==> config.mk <==
export PLATFORM = sky130hd
export DESIGN_NAME = csr_access_arbiter_flat
export DESIGN_NICKNAME = d
export VERILOG_FILES = /design/src/rtl/csr_pkg.sv /design/src/rtl/csr_access_arbiter_if.sv /design/src/rtl/csr_access_arbiter_rr_arb2.sv /design/src/rtl/csr_access_arbiter.sv /design/src/flat_wrapper.sv
export SDC_FILE = /design/constraint.sdc
export NUM_CORES = 1
export LEC_CHECK = 0
export CAP_MARGIN = 20
export CORE_MARGIN = 10
export CORE_UTILIZATION = 40
export CTS_CLUSTER_DIAMETER = 50
export CTS_CLUSTER_SIZE = 28
export DETAILED_ROUTE_END_ITERATION = 16
export HOLD_SLACK_MARGIN = 0.02
export PLACE_DENSITY = 0.89
export SLEW_MARGIN = 10
export SYNTH_ARGS = -nofsm -noshare
export SYNTH_HDL_FRONTEND = slang
export SYNTH_SLANG_ARGS = --single-unit
==> constraint.sdc <==
create_clock -name clk_i -period 1.7 [get_ports clk_i]
set_input_delay 0.255 -clock clk_i [delete_from_list [all_inputs] [get_ports clk_i]]
set_output_delay 0.255 -clock clk_i [all_outputs]
set_load 0.02 [all_outputs]
==> src/rtl/csr_pkg.sv <==
// Shared types and constants for the CSR access arbiter: register-map geometry,
// arbiter FSM states and requester port indices.
package csr_pkg;

  localparam int ADDR_WIDTH     = 7;
  localparam int DATA_WIDTH     = 8;
  localparam int NUM_CONFIG_REG = 10;
  localparam int NUM_STATUS_REG = 4;
  localparam int NUM_REGS       = NUM_CONFIG_REG + NUM_STATUS_REG;

  localparam int PORT_SPI = 0;
  localparam int PORT_SEQ = 1;

  typedef enum logic [1:0] {
    IDLE,
    ACCESS,
    RESP
  } state_e;

endpackage : csr_pkg

==> src/rtl/csr_access_arbiter_if.sv <==
// Requester-side bus of the CSR access arbiter: two packed request ports plus
// the shared response. Signal suffixes are relative to the arbiter.
interface csr_access_arbiter_if #(
  parameter int ADDR_WIDTH = csr_pkg::ADDR_WIDTH,
  parameter int DATA_WIDTH = csr_pkg::DATA_WIDTH
);

  logic [1:0]            req_valid_i;
  logic [1:0]            req_we_i;
  logic [2*ADDR_WIDTH-1:0] req_addr_i;
  logic [2*DATA_WIDTH-1:0] req_wdata_i;
  logic [1:0]            req_ready_o;
  logic [1:0]            rsp_valid_o;
  logic [DATA_WIDTH-1:0] rsp_rdata_o;
  logic                  rsp_err_o;

  modport master (
    output req_valid_i, req_we_i, req_addr_i, req_wdata_i,
    input  req_ready_o, rsp_valid_o, rsp_rdata_o, rsp_err_o
  );

  modport slave (
    input  req_valid_i, req_we_i, req_addr_i, req_wdata_i,
    output req_ready_o, rsp_valid_o, rsp_rdata_o, rsp_err_o
  );

endinterface : csr_access_arbiter_if

==> src/rtl/csr_access_arbiter_rr_arb2.sv <==
// Two-way round-robin arbiter: combinational grant from the request vector,
// registered priority pointer that moves past the winner when en_i is high.
module rr_arb2 (
  input  logic       clk_i,
  input  logic       rst_i,
  input  logic [1:0] req_i,
  input  logic       en_i,
  output logic [1:0] gnt_o
);

  logic ptr_q;  // 0: port 0 wins a tie, 1: port 1 wins a tie

  // NOTE: every always_comb output gets a default first so no latch is inferred.
  always_comb begin
    gnt_o = 2'b00;
    unique case (req_i)
      2'b01:   gnt_o = 2'b01;
      2'b10:   gnt_o = 2'b10;
      2'b11:   gnt_o = ptr_q ? 2'b10 : 2'b01;
      default: gnt_o = 2'b00;
    endcase
  end

  // NOTE: state registers use non-blocking assignments only.
  always_ff @(posedge clk_i) begin
    if (rst_i) begin
      ptr_q <= 1'b0;
    end else if (en_i && (gnt_o != 2'b00)) begin
      ptr_q <= gnt_o[0];
    end
  end

endmodule : rr_arb2

==> src/rtl/csr_access_arbiter.sv <==
// Shares one register-map port between two requesters, holding each access for
// ACCESS_CYCLES cycles. Define CSR_ARB_RANGE_CHECK_EN to reject addr >= NUM_REGS.
module csr_access_arbiter
  import csr_pkg::*;
#(
  parameter int ADDR_WIDTH    = csr_pkg::ADDR_WIDTH,
  parameter int DATA_WIDTH    = csr_pkg::DATA_WIDTH,
  parameter int NUM_REGS      = csr_pkg::NUM_REGS,
  parameter int ACCESS_CYCLES = 3
) (
  input  logic                  clk_i,
  input  logic                  rst_i,
  csr_access_arbiter_if.slave   bus,
  output logic [ADDR_WIDTH-1:0] map_addr_o,
  output logic [DATA_WIDTH-1:0] map_write_data_o,
  output logic                  map_write_en_o,
  output logic                  map_read_en_o,
  input  logic [DATA_WIDTH-1:0] map_read_data_i
);

`ifdef CSR_ARB_RANGE_CHECK_EN
  localparam bit RANGE_CHECK = 1'b1;
`else
  localparam bit RANGE_CHECK = 1'b0;
`endif

  localparam int CNT_W = (ACCESS_CYCLES > 2) ? $clog2(ACCESS_CYCLES) : 1;

  state_e                state_q;
  logic [CNT_W-1:0]      cnt_q;
  logic [1:0]            owner_q;
  logic                  we_q;
  logic [ADDR_WIDTH-1:0] addr_q;
  logic [DATA_WIDTH-1:0] wdata_q;
  logic                  wr_en_q;
  logic                  rd_en_q;
  logic [1:0]            rsp_valid_q;
  logic [DATA_WIDTH-1:0] rsp_rdata_q;
  logic                  rsp_err_q;

  logic [1:0]            gnt;
  logic                  sel;
  logic                  grant_fire;
  logic                  sel_we;
  logic [ADDR_WIDTH-1:0] sel_addr;
  logic [DATA_WIDTH-1:0] sel_wdata;
  logic                  range_err;

  assign grant_fire = (state_q == IDLE) && (bus.req_valid_i != 2'b00) && !rst_i;
  assign sel        = gnt[PORT_SEQ];
  assign sel_we     = bus.req_we_i[sel];
  assign sel_addr   = bus.req_addr_i[sel*ADDR_WIDTH +: ADDR_WIDTH];
  assign sel_wdata  = bus.req_wdata_i[sel*DATA_WIDTH +: DATA_WIDTH];
  assign range_err  = RANGE_CHECK && (sel_addr >= ADDR_WIDTH'(NUM_REGS));

  rr_arb2 u_rr_arb2 (
    .clk_i (clk_i),
    .rst_i (rst_i),
    .req_i (bus.req_valid_i),
    .en_i  (grant_fire),
    .gnt_o (gnt)
  );

  always_ff @(posedge clk_i) begin
    if (rst_i) begin
      state_q     <= IDLE;
      cnt_q       <= '0;
      owner_q     <= '0;
      we_q        <= 1'b0;
      addr_q      <= '0;
      wdata_q     <= '0;
      wr_en_q     <= 1'b0;
      rd_en_q     <= 1'b0;
      rsp_valid_q <= '0;
      rsp_rdata_q <= '0;
      rsp_err_q   <= 1'b0;
    end else begin
      unique case (state_q)
        IDLE: begin
          if (grant_fire) begin
            owner_q <= gnt;
            we_q    <= sel_we;
            addr_q  <= sel_addr;
            wdata_q <= sel_wdata;
            if (range_err) begin
              // Rejected access: answer immediately, map never sees a strobe.
              state_q     <= RESP;
              rsp_valid_q <= gnt;
              rsp_rdata_q <= '1;
              rsp_err_q   <= 1'b1;
            end else begin
              state_q <= ACCESS;
              cnt_q   <= CNT_W'(ACCESS_CYCLES - 1);
              wr_en_q <= sel_we;
              rd_en_q <= !sel_we;
            end
          end
        end
        ACCESS: begin
          if (cnt_q == '0) begin
            state_q     <= RESP;
            wr_en_q     <= 1'b0;
            rd_en_q     <= 1'b0;
            rsp_valid_q <= owner_q;
            rsp_rdata_q <= we_q ? '0 : map_read_data_i;
            rsp_err_q   <= 1'b0;
          end else begin
            cnt_q <= cnt_q - 1'b1;
          end
        end
        RESP: begin
          state_q     <= IDLE;
          rsp_valid_q <= '0;
          rsp_rdata_q <= '0;
          rsp_err_q   <= 1'b0;
        end
        default: state_q <= IDLE;
      endcase
    end
  end

  // The map's two-stage sync needs at least three held cycles per access.
  always_ff @(posedge clk_i) begin
    assert (ACCESS_CYCLES >= 3)
      else $error("csr_access_arbiter: ACCESS_CYCLES=%0d is below 3", ACCESS_CYCLES);
  end

  assign bus.req_ready_o = grant_fire ? gnt : 2'b00;
  assign bus.rsp_valid_o = rsp_valid_q;
  assign bus.rsp_rdata_o = rsp_rdata_q;
  assign bus.rsp_err_o   = rsp_err_q;

  assign map_addr_o       = addr_q;
  assign map_write_data_o = wdata_q;
  assign map_write_en_o   = wr_en_q;
  assign map_read_en_o    = rd_en_q;

endmodule : csr_access_arbiter
==> src/flat_wrapper.sv <==
// flat-port wrapper written by rule: the top's interface ports become plain ports
module csr_access_arbiter_flat import csr_pkg::*;
#(
  parameter int ADDR_WIDTH    = csr_pkg::ADDR_WIDTH,
  parameter int DATA_WIDTH    = csr_pkg::DATA_WIDTH,
  parameter int NUM_REGS      = csr_pkg::NUM_REGS,
  parameter int ACCESS_CYCLES = 3
)
  (clk_i, rst_i, map_addr_o, map_write_data_o, map_write_en_o, map_read_en_o, map_read_data_i, bus_req_valid_i, bus_req_we_i, bus_req_addr_i, bus_req_wdata_i, bus_req_ready_o, bus_rsp_valid_o, bus_rsp_rdata_o, bus_rsp_err_o);
  csr_access_arbiter_if #(.ADDR_WIDTH(ADDR_WIDTH), .DATA_WIDTH(DATA_WIDTH)) bus_i ();
  input  logic clk_i;
  input  logic rst_i;
  output logic [ADDR_WIDTH-1:0] map_addr_o;
  output logic [DATA_WIDTH-1:0] map_write_data_o;
  output logic map_write_en_o;
  output logic map_read_en_o;
  input  logic [DATA_WIDTH-1:0] map_read_data_i;
  input wire logic [$bits(bus_i.req_valid_i)-1:0] bus_req_valid_i;
  input wire logic [$bits(bus_i.req_we_i)-1:0] bus_req_we_i;
  input wire logic [$bits(bus_i.req_addr_i)-1:0] bus_req_addr_i;
  input wire logic [$bits(bus_i.req_wdata_i)-1:0] bus_req_wdata_i;
  output wire logic [$bits(bus_i.req_ready_o)-1:0] bus_req_ready_o;
  output wire logic [$bits(bus_i.rsp_valid_o)-1:0] bus_rsp_valid_o;
  output wire logic [$bits(bus_i.rsp_rdata_o)-1:0] bus_rsp_rdata_o;
  output wire logic [$bits(bus_i.rsp_err_o)-1:0] bus_rsp_err_o;
  assign bus_i.req_valid_i = bus_req_valid_i;
  assign bus_i.req_we_i = bus_req_we_i;
  assign bus_i.req_addr_i = bus_req_addr_i;
  assign bus_i.req_wdata_i = bus_req_wdata_i;
  assign bus_req_ready_o = bus_i.req_ready_o;
  assign bus_rsp_valid_o = bus_i.rsp_valid_o;
  assign bus_rsp_rdata_o = bus_i.rsp_rdata_o;
  assign bus_rsp_err_o = bus_i.rsp_err_o;
  csr_access_arbiter #(.ADDR_WIDTH(ADDR_WIDTH), .DATA_WIDTH(DATA_WIDTH), .NUM_REGS(NUM_REGS), .ACCESS_CYCLES(ACCESS_CYCLES)) u_core (.clk_i(clk_i), .rst_i(rst_i), .bus(bus_i), .map_addr_o(map_addr_o), .map_write_data_o(map_write_data_o), .map_write_en_o(map_write_en_o), .map_read_en_o(map_read_en_o), .map_read_data_i(map_read_data_i));
endmodule
* Yosys cells after proc, flatten, opt, wreduce, memory -nomap -nowiden
Index checks and enable logic that the tools add are counted.
** Word-level totals
- Input port bits :: 44
- Logic and storage cells :: 63
- Flip-flop bits (word level) :: 36
- Output and inout bits :: 30
** Cells by class
- Equal/unequal tests :: 8
- $mul :: 1
- Muxes and demuxes :: 22
- Order comparisons :: 1
- Shift-type cells :: 2
- $add $sub $neg :: 1
- Reductions and logical operators :: 16
** Operator list (count)
- two-way mux 8 bit :: 2
- case mux 8 bit (2 select lines) :: 1
- indexed part select 16 x 5 -> 8 bit :: 1
- two-way mux 2 bit :: 7
- indexed part select 14 x 5 -> 7 bit :: 1
- case mux 2 bit (2 select lines) :: 3
- nonzero test 2 bit :: 4
- == test 2 bit (second input constant) :: 3
- case mux 1 bit (2 select lines) :: 3
- case mux 2 bit (3 select lines) :: 1
- AND reduction 2 bit :: 3
- AND reduction 3 bit :: 2
- two-way mux 1 bit :: 5
- == test 2 x 1 -> 1 bit (second input constant) :: 2
- zero test 2 bit :: 2
- multiplier 1 x 3 -> 4 bit (second input constant) :: 1
- inequality test 2 x 1 -> 1 bit (second input constant) :: 2
- logical AND 1 bit :: 3
- zero test 1 bit :: 2
- less-than comparator 1 x 2 -> 1 bit (second input constant) :: 1
- inequality test 2 bit (second input constant) :: 1
- subtractor 2 x 1 -> 2 bit (second input constant) :: 1

* Logic depth before layout (Yosys ltp)
- Depth in word-level cells :: 7
- Mapped depth :: 7
- Gate-level depth less buffers :: 6

* Cells and area by module
A second synthesis with hierarchy kept.
** Unflattened totals
- Cell total of the unflattened synthesis :: 138
- Area, all modules :: 1569.0 um2
** By module, submodules not included
- csr_access_arbiter :: seq. area each 680.7 um2, times used 1, cells each 131, area each 1503.9 um2
- rr_arb2 :: seq. area each 20.0 um2, times used 1, cells each 7, area each 65.1 um2

* Least setup slack after synthesis
OpenSTA, ideal clock, no wires.
- Path type :: register -> output
- From :: register u_core.state_q[1]
- To :: output port bus_req_ready_o[1]
- Arrival :: 1.406 ns
- Path slack :: 0.039 ns
- Path buffers :: 3
- Data required time :: 1.445 ns
- Cell stages (with the launch flop) :: 8
- Cell sequence :: dfxtp_1 buf_6 nor2_4 nand2_2 or2_1 buf_6 buf_6 nor2_1
** Between the ends
- Longest elaborated chain between the ends :: 4
** Ends and longest elaborated chain
- start, declared :: RTL line csr_access_arbiter.sv:29 : state_e state_q;
- start signal, assigned :: RTL line csr_access_arbiter.sv:66 : state_q <= IDLE;
- start signal, assigned :: RTL line csr_access_arbiter.sv:87 : state_q <= RESP;
- start signal, assigned :: RTL line csr_access_arbiter.sv:92 : state_q <= ACCESS;
- zero test 2 bit :: RTL line csr_access_arbiter.sv:49 : assign grant_fire = (state_q == IDLE) && (bus.req_valid_i != 2'b00) && !rst_i;
- logical AND 1 bit (2 in series) :: RTL line csr_access_arbiter.sv:49
- two-way mux 2 bit :: RTL line csr_access_arbiter.sv:128 : assign bus.req_ready_o = grant_fire ? gnt : 2'b00;
- end, declared :: RTL line flat_wrapper.sv:22 : output wire logic [$bits(bus_i.req_ready_o)-1:0] bus_req_ready_o;
Every way passes these cells.

* Worst setup path in the final report
Ends and elaborated chain as after synthesis.

==> out/metrics.csv <==
metric,value,unit
Initial Util,41.0,%
Slew Limit Fails,0,
most frequent cells after synthesis,"35 x dfxtp_1, 19 x nand2_1, 17 x mux2i_1",
synth warn,0,
pre-CTS WS,-461,ps
CP max FO,3,
total wire length,4190,um
Syn-to-layout area delta,64.1,%
Post-Synth XOR/XNOR Area,0,%
first-pass GRT wire length,6620,um
n_diodes,0,
register area share after synthesis,47.0,%
WP buf/inv,1,
Setup CP Type,reg2out,
cell area after layout,2440,um^2
vias in the first global route,1472,
endpoint type of the worst setup path,output pin,
Worst-Skew Late Latency,280,ps
CTS H-tree lvls,2,
clock buffer depth,2,
Peak Freq,614,MHz
slowest CP cell,dfxtp_1,
DIE AREA,6570,um^2
simple-gate share of the synthesized area,14.4,%
critical path startpoint category,flop,
post-DR vias/cell,4.84,
LEAKAGE,1.03,nW
"Clk pin slew, worst setup/hold paths",70,ps
HPWL Detailed,3330,um
Slew HR,65.6,%
adder-cell share of the synthesized area,0.840,%
status,finished clean,
Max-Cap Viols,0,
setup ws final,71.8,ps
Netlist Area Pre-Place,1490,um^2
layout cells sized above 1,16.9,%
mux cell area share after synthesis,11.4,%
Required @ worst endpoint,1440,ps
routed len/inst,14.4,um
asr flop ratio synth,0,%
largest cells by area after synthesis,"dfxtp_1 47%, mux2i_1 11%, o21ai_2 5.3%",
worst min path class,reg2reg,
DR pass1 iterations,4,
CP Cell Sequence,nor2_4 > nand2_2 > or2_1 > nor2_1 > buf_4,
Power Density,978,nW/um^2
post-synthesis compound-gate area fraction,20.6,%
global route overflow,0,
largest family of logic cells by synthesized area,compound AO/OA/AOI/OAI gates,
Die Height,81.0,um
Synth top area share,47.0,%
"area leader, netlist",dfxtp_1,
via count,1405,
fin nets,286,
WP data arrival,1370,ps
"EDFF count, synth",0,
Placed Area,2310,um^2
IO Count,74,
final period utilization,95.8,%
DRT iter0 DRCs,37,
IO buf count,72,
clk root buf,clkbuf_8,
placed instance count,281,
Final min period,1630,ps
Max IR drop VDD,0.730,mV
RSZ-0062 raised after global routing,false,
Final Hold Fails,0,
Least-Margin Pin Slew,513,ps
Hold Slack,453,ps
CP max stage delay,340,ps
Num CTS Buffers,5,
most numerous cell in the Yosys netlist,dfxtp_1,
core area,3630,um^2
Synth Flop Type,dfxtp_1,
DRC violation count after routing,0,
distinct cell type count after synthesis,32,
"flops & latches, synth",35,
GP Congestion,0.834,
post-route ant nets,0,
Final Setup Violations,0,
Post-Syn Area per Cell,9.49,um^2
clock sink total,35,
largest net degree at the start of global routing,19,
clock skew,2.50,ps
CTS tree,built,
GRT Util Overall,12.6,%
Layout Cells excl Fill,290,
die width,81.0,um
"delay-heaviest family, CP",simple AND/OR/NAND/NOR gates,
Placement Rows,22,
Syn Inst Count,157,
initial antenna violation count,0,
syn_nets,202,
layer usage:
layer | vias to the layer above | track usage (%) | wire length (um)
met2 | 43 | 22.4 | 2210
met3 | 2 | 7.73 | 492
li1 | 713 | - | -
met1 | 647 | 12.1 | 1450
met4 | 0 | 3.11 | 28
met5 | - | 0 | 0
cells by family after synthesis:
logic type | count (synthesis)
flops | 35
simple gates | 47
compound gates | 44
mux | 17
other cells | 1
buf+inv | 12
fa+ha+maj | 1
power breakdown:
group / leakage (nW) / switching [mW] / internal [mW]
Sequential: 0.287 / 0.0482 / 0.907
Combinational: 0.684 / 0.328 / 0.350
Clock: 0.0612 / 0.283 / 0.474
state kept, by name (all words and copies together) (netlist names), 2 cells and up:
register                 cells
u_core.bus.rsp_rdata_o       8
u_core.map_write_data_o      8
u_core.map_addr_o            7
u_core.bus.rsp_valid_o       2
u_core.cnt_q                 2
u_core.owner_q               2
u_core.state_q               2
final timing paths:
check / from / end / slack (ps) / cells after the start
setup reg to reg: u_core.cnt_q[0] / u_core.bus.rsp_rdata_o[5] / 200 / 7
hold reg to reg: u_core.map_write_data_o[1] / u_core.map_write_data_o[1] / 450 / 2
setup / recovery: u_core.state_q[1] / bus_req_ready_o[1] / 70 / 5
hold / removal: u_core.map_write_data_o[1] / u_core.map_write_data_o[1] / 450 / 2
stage by stage:
| stage | setup TNS [ps] | power, mW | util (%) |
|---|---|---|---|
| after detailed placement | -980 | 1.65 | 63.6 |
| after global placement | -811 | 1.63 | 63.6 |
| after global routing | 0 | 2.52 | 67.3 |
| after CTS | 0 | 2.41 | 66.7 |
| after floorplan | 0 | 1.32 | - |
| final | 0 | 2.39 | 67.3 |
area by class of cell:
class,instances,area [um^2]
Clock buffer,6,82.6
Clock inverter,2,35.0
Sequential cell,35,701
Tap cell,48,60.1
Fill cell,326,1190
Inverter,3,11.3
Multi-Input combinational cell,110,719
Timing Repair Buffer,86,836
tightest hold or removal path: stages (launching register included):
cell,delay [ps]
dfxtp_1,330
nand2_1,40
o21ai_0,50
cell usage in the layout (no fill, tap or decap), types with 2 or more instances in the layout:
cell | Yosys | routed
a21oi_1 | 5 | 3
a21oi_2 | 1 | 3
a22o_1 | 3 | 3
a22oi_1 | 10 | 10
and2_1 | 2 | 2
buf_4 | 1 | 14
clkbuf_8 | 0 | 6
clkdlybuf4s50_1 | 0 | 68
dfxtp_1 | 35 | 35
dlymetal6s2s_1 | 0 | 2
inv_1 | 3 | 3
mux2i_1 | 17 | 16
nand2_1 | 19 | 19
nand3_1 | 2 | 2
nor2_1 | 16 | 16
o21ai_0 | 12 | 12
o21ai_2 | 9 | 9
what timing repair did:
| item | CTS | global route |
|---|---|---|
| gates resized for setup | 10 | 4 |
| setup buffers | 0 | 1 |
| pin swaps | 0 | 3 |
| setup endpoints to repair | 2 | 10 |
| hold buffers | 0 | 0 |
(Power assumes the default switching activity.)
